File: src/rtl/rx_frame_ctrl.sv
// rx_frame_ctrl -- UART receive frame controller feeding an RX SIPO.
//
// Synchronises the raw rx line, detects a start bit on the oversampled baud
// tick, majority-votes every bit around mid-period and hands each data bit to
// the SIPO as a one-clock enable. Optional parity and the stop bit are checked
// at the end of the frame.
//
// Ports:
//   clk             system clock, rising edge
//   rx_rst          synchronous active-high reset
//   baud_tick       1-clk pulse, OVERSAMPLE per bit period
//   rx              raw serial line, idle high, asynchronous to clk
//   fsm_enable_sipo 1-clk pulse per data bit
//   rx_bit          voted bit value, valid while fsm_enable_sipo=1
//   sipo_rst        1-clk pulse on start-bit acceptance
//   rx_done         1-clk pulse at the stop-bit decision
//   parity_err      parity mismatch of last frame, valid from rx_done
//   frame_err       stop bit sampled low in last frame, valid from rx_done
//   busy            high in every state except IDLE
//
// All pulse outputs and error flags are registered, so they appear one clock
// after the baud tick on which the decision is made.
module rx_frame_ctrl #(
  parameter int unsigned OVERSAMPLE = 16,
  parameter int unsigned DATA_BITS  = 8,
  parameter int unsigned PARITY_EN  = 1,
  parameter int unsigned PARITY_ODD = 0
) (
  input  logic clk,
  input  logic rx_rst,
  input  logic baud_tick,
  input  logic rx,
  output logic fsm_enable_sipo,
  output logic rx_bit,
  output logic sipo_rst,
  output logic rx_done,
  output logic parity_err,
  output logic frame_err,
  output logic busy
);

  localparam int unsigned TW = $clog2(OVERSAMPLE);
  localparam int unsigned BW = $clog2(DATA_BITS + 1);
  localparam int unsigned H  = OVERSAMPLE / 2;

  localparam logic [TW-1:0] T_PRE  = TW'(H - 1);
  localparam logic [TW-1:0] T_MID  = TW'(H);
  localparam logic [TW-1:0] T_DEC  = TW'(H + 1);
  localparam logic [TW-1:0] T_LAST = TW'(OVERSAMPLE - 1);
  localparam logic [BW-1:0] B_LAST = BW'(DATA_BITS - 1);

  localparam logic PAR_INIT = (PARITY_ODD != 0);
  localparam logic HAS_PAR  = (PARITY_EN != 0);

  typedef enum logic [2:0] {
    IDLE,
    START,
    DATA,
    PARITY,
    STOP
  } state_t;

  state_t        state, state_n;
  logic [TW-1:0] tick_cnt, tick_n;
  logic [BW-1:0] bit_cnt, bit_n;
  logic          par, par_n;
  logic          armed, armed_n;
  logic          s0, s0_n, s1, s1_n;
  logic          rx_meta, rx_s;
  logic          vote;
  logic          en_n, bit_o_n, srst_n, done_n, perr_n, ferr_n;
  logic          dec_tick, last_tick;

  // Two-flop synchroniser, idles high so reset does not look like a start bit.
  always_ff @(posedge clk) begin
    if (rx_rst) begin
      rx_meta <= 1'b1;
      rx_s    <= 1'b1;
    end else begin
      rx_meta <= rx;
      rx_s    <= rx_meta;
    end
  end

  // Third capture is rx_s itself on the decision tick.
  always_comb begin
    vote      = (s0 & s1) | (s0 & rx_s) | (s1 & rx_s);
    dec_tick  = (tick_cnt == T_DEC);
    last_tick = (tick_cnt == T_LAST);
  end

  always_ff @(posedge clk) begin
    if (rx_rst) begin
      state           <= IDLE;
      tick_cnt        <= '0;
      bit_cnt         <= '0;
      par             <= 1'b0;
      armed           <= 1'b0;
      s0              <= 1'b0;
      s1              <= 1'b0;
      fsm_enable_sipo <= 1'b0;
      rx_bit          <= 1'b1;
      sipo_rst        <= 1'b0;
      rx_done         <= 1'b0;
      parity_err      <= 1'b0;
      frame_err       <= 1'b0;
    end else begin
      state           <= state_n;
      tick_cnt        <= tick_n;
      bit_cnt         <= bit_n;
      par             <= par_n;
      armed           <= armed_n;
      s0              <= s0_n;
      s1              <= s1_n;
      fsm_enable_sipo <= en_n;
      rx_bit          <= bit_o_n;
      sipo_rst        <= srst_n;
      rx_done         <= done_n;
      parity_err      <= perr_n;
      frame_err       <= ferr_n;
    end
  end

  always_comb begin
    state_n = state;
    tick_n  = tick_cnt;
    bit_n   = bit_cnt;
    par_n   = par;
    armed_n = armed;
    s0_n    = s0;
    s1_n    = s1;
    en_n    = 1'b0;
    bit_o_n = rx_bit;
    srst_n  = 1'b0;
    done_n  = 1'b0;
    perr_n  = parity_err;
    ferr_n  = frame_err;

    if (baud_tick) begin
      if (state != IDLE) begin
        tick_n = last_tick ? '0 : tick_cnt + 1'b1;
        if (tick_cnt == T_PRE) s0_n = rx_s;
        if (tick_cnt == T_MID) s1_n = rx_s;
      end

      case (state)
        IDLE: begin
          // The detecting tick counts as tick 0 of the start bit.
          if (armed && !rx_s) begin
            state_n = START;
            tick_n  = TW'(1);
            srst_n  = 1'b1;
          end else if (rx_s) begin
            armed_n = 1'b1;
          end
        end

        START: begin
          if (dec_tick && vote) begin
            state_n = IDLE;
            armed_n = 1'b1;
            tick_n  = '0;
          end else if (last_tick) begin
            state_n = DATA;
            bit_n   = '0;
            par_n   = PAR_INIT;
          end
        end

        DATA: begin
          if (dec_tick) begin
            en_n    = 1'b1;
            bit_o_n = vote;
            par_n   = par ^ vote;
          end
          if (last_tick) begin
            bit_n = bit_cnt + 1'b1;
            if (bit_cnt == B_LAST) state_n = HAS_PAR ? PARITY : STOP;
          end
        end

        PARITY: begin
          if (dec_tick) par_n = par ^ vote;
          if (last_tick) state_n = STOP;
        end

        STOP: begin
          // Leave at the decision tick so back-to-back frames have slack
          // to find the next start edge.
          if (dec_tick) begin
            done_n  = 1'b1;
            ferr_n  = ~vote;
            perr_n  = HAS_PAR ? par : 1'b0;
            armed_n = vote;
            state_n = IDLE;
            tick_n  = '0;
          end
        end

        default: state_n = IDLE;
      endcase
    end
  end

  assign busy = (state != IDLE);

endmodule
File: config.mk
export PLATFORM = sky130hd
export DESIGN_NAME = rx_frame_ctrl
export DESIGN_NICKNAME = d
export VERILOG_FILES = /design/src/rtl/rx_frame_ctrl.sv
export SDC_FILE = /design/constraint.sdc
export NUM_CORES = 1
export LEC_CHECK = 0
export BUFFER_PORTS_ARGS = -buffer_cell sky130_fd_sc_hd__buf_2
export CAP_MARGIN = 20
export CORE_UTILIZATION = 36
export CTS_BUF_LIST = sky130_fd_sc_hd__clkbuf_8
export DETAILED_ROUTE_END_ITERATION = 6
export SYNTH_ARGS = -nofsm -noshare
export SYNTH_HDL_FRONTEND = slang
export SYNTH_SLANG_ARGS = --single-unit
File: constraint.sdc
create_clock -name clk -period 3.55 [get_ports clk]
set_clock_uncertainty 0.05 [all_clocks]
set_input_delay 0.71 -clock clk [delete_from_list [all_inputs] [get_ports clk]]
set_output_delay 0.71 -clock clk [all_outputs]
set_load 0.02 [all_outputs]
=== Word level (Yosys, flattened, before mapping) ===
Cells that the tools add are included.

* Register bits: 23
* Input port bits: 4
* Output and inout bits: 7
* Logic and storage cells: 98

* $add $sub $neg: 2
* Equality and inequality tests: 21
* Multiplexer cells: 29
* Bitwise operators: 11
* Reductions and logical operators: 20

{| class="wikitable"
|+ Operators by type and width
! kind !! count
|-
| two-way mux 4 bit || 8
|-
| two-way mux 3 bit || 7
|-
| inequality test 2 bit, second input constant || 10
|-
| one-hot mux 3 bit (5 select lines) || 1
|-
| equality test 4 bit, second input constant || 3
|-
| one-hot mux 4 bit (3 select lines) || 1
|-
| AND reduction 3 bit || 4
|-
| AND reduction 5 bit || 2
|-
| two-way mux 1 bit || 9
|-
| OR reduction 3 bit || 3
|-
| adder 4 x 1 -> 4 bit, second input constant || 2
|-
| equality test 4 x 3 -> 1 bit, second input constant || 2
|-
| one-hot mux 4 bit (2 select lines) || 1
|-
| AND reduction 7 bit || 1
|-
| equality test 3 x 2 -> 1 bit, second input constant || 2
|-
| AND reduction 6 bit || 1
|-
| nonzero test 3 bit || 2
|-
| inverter 1 bit || 5
|-
| nonzero test 2 bit || 2
|-
| AND 1 bit || 3
|-
| equality test 3 x 1 -> 1 bit, second input constant || 1
|-
| equality test 3 bit, second input constant || 1
|-
| logical NOT 3 bit || 1
|-
| inequality test 3 bit, second input constant || 1
|-
| other kinds (8) || 10
|}

=== Logic depth before layout (Yosys ltp) ===
* Depth in word-level cells: 6
* Mapped depth: 7
* Mapped depth without buffers: 6

=== Least setup slack after synthesis ===
No wires, ideal clock.

* Path kind: in2reg
* From: input baud_tick
* To: register tick_cnt[3]
* Setup time: 79 ps
* Arrival: 1,662 ps
* Data required time: 3,421 ps
* Slack: 1,759 ps
* Stages on the path: 4
* Buffers on the path: 1
* Cells stage by stage: buf_2 > o311ai_0 > or4_1 > a211oi_2

{| class="wikitable"
|+ RTL lines
! what !! line !! text
|-
| start, declared || 31 || <nowiki>input logic baud_tick,</nowiki>
|-
| end signal, assigned || 109 || <nowiki>tick_cnt <= tick_n;</nowiki>
|-
| end, declared || 64 || <nowiki>logic [TW-1:0] tick_cnt, tick_n;</nowiki>
|}

=== Worst setup path in the final report ===
* From: register state[1]
* To: output busy

* Cells in the longest elaborated chain, start to end: 1

{| class="wikitable"
|+ Ends and longest elaborated chain
! what !! line !! text
|-
| start, declared || 63 || <nowiki>state_t state, state_n;</nowiki>
|-
| start signal, assigned || 108 || <nowiki>state <= state_n;</nowiki>
|-
| nonzero test 3 bit || 205 || <nowiki>assign busy = (state != IDLE);</nowiki>
|-
| end, declared || 39 || <nowiki>output logic busy</nowiki>
|}

No other way between the ends.

==> metrics.txt <==
# TYPE chip_impl_metric gauge
chip_impl_info{name="largest_area_contributor_in_the_netlist",value="sky130_fd_sc_hd__dfxtp_1"} 1
chip_impl_metric{name="number_of_antenna_violations_at_the_first_check_in_global_routing",unit=""} 0
chip_impl_info{name="critPathKind",value="flip-flop to primary output"} 1
chip_impl_metric{name="drv_slew",unit=""} 0
chip_impl_metric{name="synth_area_per_cell",unit="um^2"} 9.06
chip_impl_metric{name="powerDensity",unit="nW/um^2"} 400
chip_impl_metric{name="drive_above_1_share",unit="%"} 18.3
chip_impl_metric{name="slew-limit-headroom",unit="%"} 57.1
chip_impl_metric{name="vias_per_cell",unit=""} 5.60
chip_impl_metric{name="clk-insertion-delay-late",unit="ps"} 270
chip_impl_metric{name="count_of_flip_flops_with_a_built_in_enable_after_synthesis",unit=""} 0
chip_impl_metric{name="postCtsResizedCells",unit=""} 0
chip_impl_metric{name="synth_simple_gate_area_share",unit="%"} 29.7
chip_impl_metric{name="hold_viol_final",unit=""} 0
chip_impl_metric{name="initial_utilization",unit="%"} 38.7
chip_impl_metric{name="timing.critical_path.arrival",unit="ps"} 1560
chip_impl_info{name="status",value="finished, final reports clean"} 1
chip_impl_metric{name="post_synth_instance_area",unit="um^2"} 1330
chip_impl_metric{name="design.die.area",unit="um^2"} 3950
chip_impl_metric{name="vdd_ir_drop_max",unit="mV"} 0.146
chip_impl_info{name="post_synth_most_frequent_cells",value="sky130_fd_sc_hd__dfxtp_1 (23), sky130_fd_sc_hd__nand2_1 (9)"} 1
chip_impl_metric{name="io_count",unit=""} 11
chip_impl_metric{name="number_of_antenna_diodes",unit=""} 0
chip_impl_info{name="cts_tree",value="yes"} 1
chip_impl_metric{name="grt_pass1_wl",unit="mm"} 4.93
chip_impl_metric{name="routedWlPerCell",unit="um"} 13.8
chip_impl_metric{name="tightest_slew",unit="ps"} 635
chip_impl_metric{name="final.setup.worst_slack",unit="ps"} 1230
chip_impl_metric{name="number_of_global_route_vias_before_repair",unit=""} 1107
chip_impl_metric{name="sink_count",unit=""} 23
chip_impl_metric{name="cts-hold-fix-buffers",unit=""} 0
chip_impl_metric{name="yosys-mux-area-fraction",unit="%"} 3.76
chip_impl_info{name="synth_top_family_by_area",value="simple AND/OR/NAND/NOR gates"} 1
chip_impl_metric{name="fmaxAchievable",unit="MHz"} 431
chip_impl_metric{name="wl",unit="mm"} 2.75
chip_impl_metric{name="nets",unit=""} 162
chip_impl_metric{name="area_added_between_synthesis_and_finish",unit="%"} 8.08
chip_impl_info{name="cts_root_buf",value="sky130_fd_sc_hd__clkbuf_8"} 1
chip_impl_metric{name="synth_top_area_share",unit="%"} 34.6
chip_impl_info{name="yosys.cell_count.top_type",value="sky130_fd_sc_hd__dfxtp_1"} 1
chip_impl_metric{name="synth_fa_ha_area_share",unit="%"} 4.61
chip_impl_metric{name="port-buffer-count",unit=""} 10
chip_impl_metric{name="place_ws",unit="ps"} 1530
chip_impl_info{name="largestRegisters",value="bit_cnt (4), tick_cnt (4), state (3)"} 1
chip_impl_metric{name="power.total",unit="uW"} 576
chip_impl_metric{name="crit_path_max_fanout",unit=""} 15
chip_impl_metric{name="route.detailed.drc",unit=""} 0
chip_impl_info{name="end_kind",value="primary output"} 1
chip_impl_metric{name="clkTransAtPathRegs",unit="ps"} 80
chip_impl_info{name="hold_path.class",value="flip-flop to flip-flop"} 1
chip_impl_metric{name="final.min_clock_period",unit="ps"} 2320
chip_impl_metric{name="initial_drc_count",unit=""} 53
chip_impl_info{name="rsz0062_at_grt",value="false"} 1
chip_impl_metric{name="antenna_violating_nets_post_route",unit=""} 0
chip_impl_metric{name="yosys_warnings",unit=""} 0
chip_impl_metric{name="post_synth_inst_count",unit=""} 147
chip_impl_metric{name="cts_made_buffers",unit=""} 3
chip_impl_metric{name="layout_worst_path_cycle_share",unit="%"} 65.3
chip_impl_metric{name="synth-xor-area-share",unit="%"} 0
chip_impl_info{name="yosys_most_used_dff",value="sky130_fd_sc_hd__dfxtp_1"} 1
chip_impl_metric{name="synth-async-reset-ratio",unit="%"} 0
chip_impl_metric{name="dr.pass1.iters",unit=""} 4
chip_impl_metric{name="grt.total_usage",unit="%"} 15.2
chip_impl_metric{name="setup_viol_count_final",unit=""} 0
chip_impl_metric{name="power.leakage",unit="nW"} 0.506
chip_impl_metric{name="grt_overflow_total",unit=""} 0
chip_impl_metric{name="ys_ff_latch",unit=""} 23
chip_impl_metric{name="critical_path_required",unit="ps"} 2790
chip_impl_metric{name="ys_types",unit=""} 48
chip_impl_metric{name="htreeDepth",unit=""} 1
chip_impl_info{name="worstSetupStartpointType",value="flip-flop"} 1
chip_impl_metric{name="std_cell_rows",unit=""} 21
chip_impl_metric{name="totalNegativeSetupSlack",unit="ps"} 0
chip_impl_info{name="yosys-top-cells-area",value="sky130_fd_sc_hd__dfxtp_1 (35%), sky130_fd_sc_hd__nand3b_1 (3.9%), sky130_fd_sc_hd__ha_1 (3.8%), sky130_fd_sc_hd__mux2i_1 (3.8%), sky130_fd_sc_hd__nand2b_1 (3.3%)"} 1
chip_impl_metric{name="num_vias",unit=""} 1114
chip_impl_metric{name="grt_max_degree",unit=""} 25
chip_impl_metric{name="fraction_of_the_mapped_netlist_area_in_compound_gates",unit="%"} 22.7
chip_impl_metric{name="cts_buffer_depth",unit=""} 2
chip_impl_metric{name="die_height",unit="um"} 62.8
chip_impl_metric{name="fp.dieW",unit="um"} 62.8
chip_impl_metric{name="place.detailed.hpwl",unit="mm"} 1.99
chip_impl_metric{name="gp_congestion",unit=""} 0.798
chip_impl_metric{name="layout.filler_cells",unit=""} 353
chip_impl_metric{name="synth_fp_nets",unit=""} 155
chip_impl_metric{name="ys_seq_area_share",unit="%"} 34.6
chip_impl_metric{name="placeableCoreArea",unit="um^2"} 3440
chip_impl_metric{name="cts_post_setup_buffers_inserted",unit=""} 0
chip_impl_metric{name="drv_cap",unit=""} 0
==> per-layer routing <==
| layer | vias up | routed length, um | global-route usage, % |
|---|---|---|---|
| met5 | - | 0 | 0 |
| met4 | 0 | 8 | 4.07 |
| met3 | 2 | 128 | 2.92 |
| met2 | 35 | 1240 | 24.7 |
| met1 | 511 | 1380 | 20.4 |
| li1 | 566 | - | - |
==> worst paths after layout <==
kind	from	to	slack, ps	cells past startpoint
worst max register to register	tick_cnt[1]$_SDFFE_PP0P_	tick_cnt[1]$_SDFFE_PP0P_	1590	6
worst min register to register	rx_meta$_SDFF_PP1_	rx_s$_SDFF_PP1_	370	1
worst max-delay path	state[1]$_SDFFE_PP0P_	busy	1230	2
worst min-delay path	rx_meta$_SDFF_PP1_	rx_s$_SDFF_PP1_	370	1
==> cell families after synthesis <==
family,Yosys count
muxes,5
AOI/OAI and AO/OA,40
adders and majority gates,5
DFF,23
and+or+nand+nor,62
buffers and inverters,12
==> metrics by stage <==
step | std cells | cell area (um^2) | util (%) | hold WS [ps]
finish | 199 | 1440 | 41.8 | 370
floorplan | 147 | 1330 | - | 339
global route | 199 | 1440 | 41.8 | 392
detailed placement | 195 | 1390 | 40.5 | 348
global placement | 195 | 1390 | 40.5 | 348
CTS | 199 | 1440 | 41.8 | 374
==> final cells by class <==
class / count / area, um^2 / area share [%]
multi-input cells: 112 / 810 / 56.3
inverters: 4 / 15.0 / 1.04
repair buffers: 10 / 50.0 / 3.48
clock inverters: 1 / 5.00 / 0.348
well taps: 46 / 57.6 / 4.00
flip-flops and latches: 23 / 460 / 32.0
clock buffers: 3 / 41.3 / 2.87
==> layout by cell type (no fill, tap or decap), types with 5 or more instances in the layout <==
cell type	netlist	final
sky130_fd_sc_hd__dfxtp_1	23	23
sky130_fd_sc_hd__buf_2	4	10
sky130_fd_sc_hd__nand2_1	9	9
sky130_fd_sc_hd__nand2b_1	7	7
sky130_fd_sc_hd__nand3b_1	7	7
sky130_fd_sc_hd__o21ai_0	7	7
sky130_fd_sc_hd__nor2_1	7	7
sky130_fd_sc_hd__a21oi_1	6	6
sky130_fd_sc_hd__nand3_1	5	5
sky130_fd_sc_hd__mux2i_1	5	5
==> where the power goes <==
| part | total [mW] | switching (mW) | internal [mW] |
|---|---|---|---|
| Sequential | 0.291 | 0.0234 | 0.268 |
| Combinational | 0.115 | 0.0732 | 0.0422 |
| Clock | 0.169 | 0.0905 | 0.0784 |
| Total | 0.576 | 0.187 | 0.389 |
==> critical path: stages, from the launching register on <==
cell,delay (ps)
sky130_fd_sc_hd__dfxtp_1,680
sky130_fd_sc_hd__or3_1,380
sky130_fd_sc_hd__buf_2,240
Note: power is estimated with default switching activity, not from simulation.
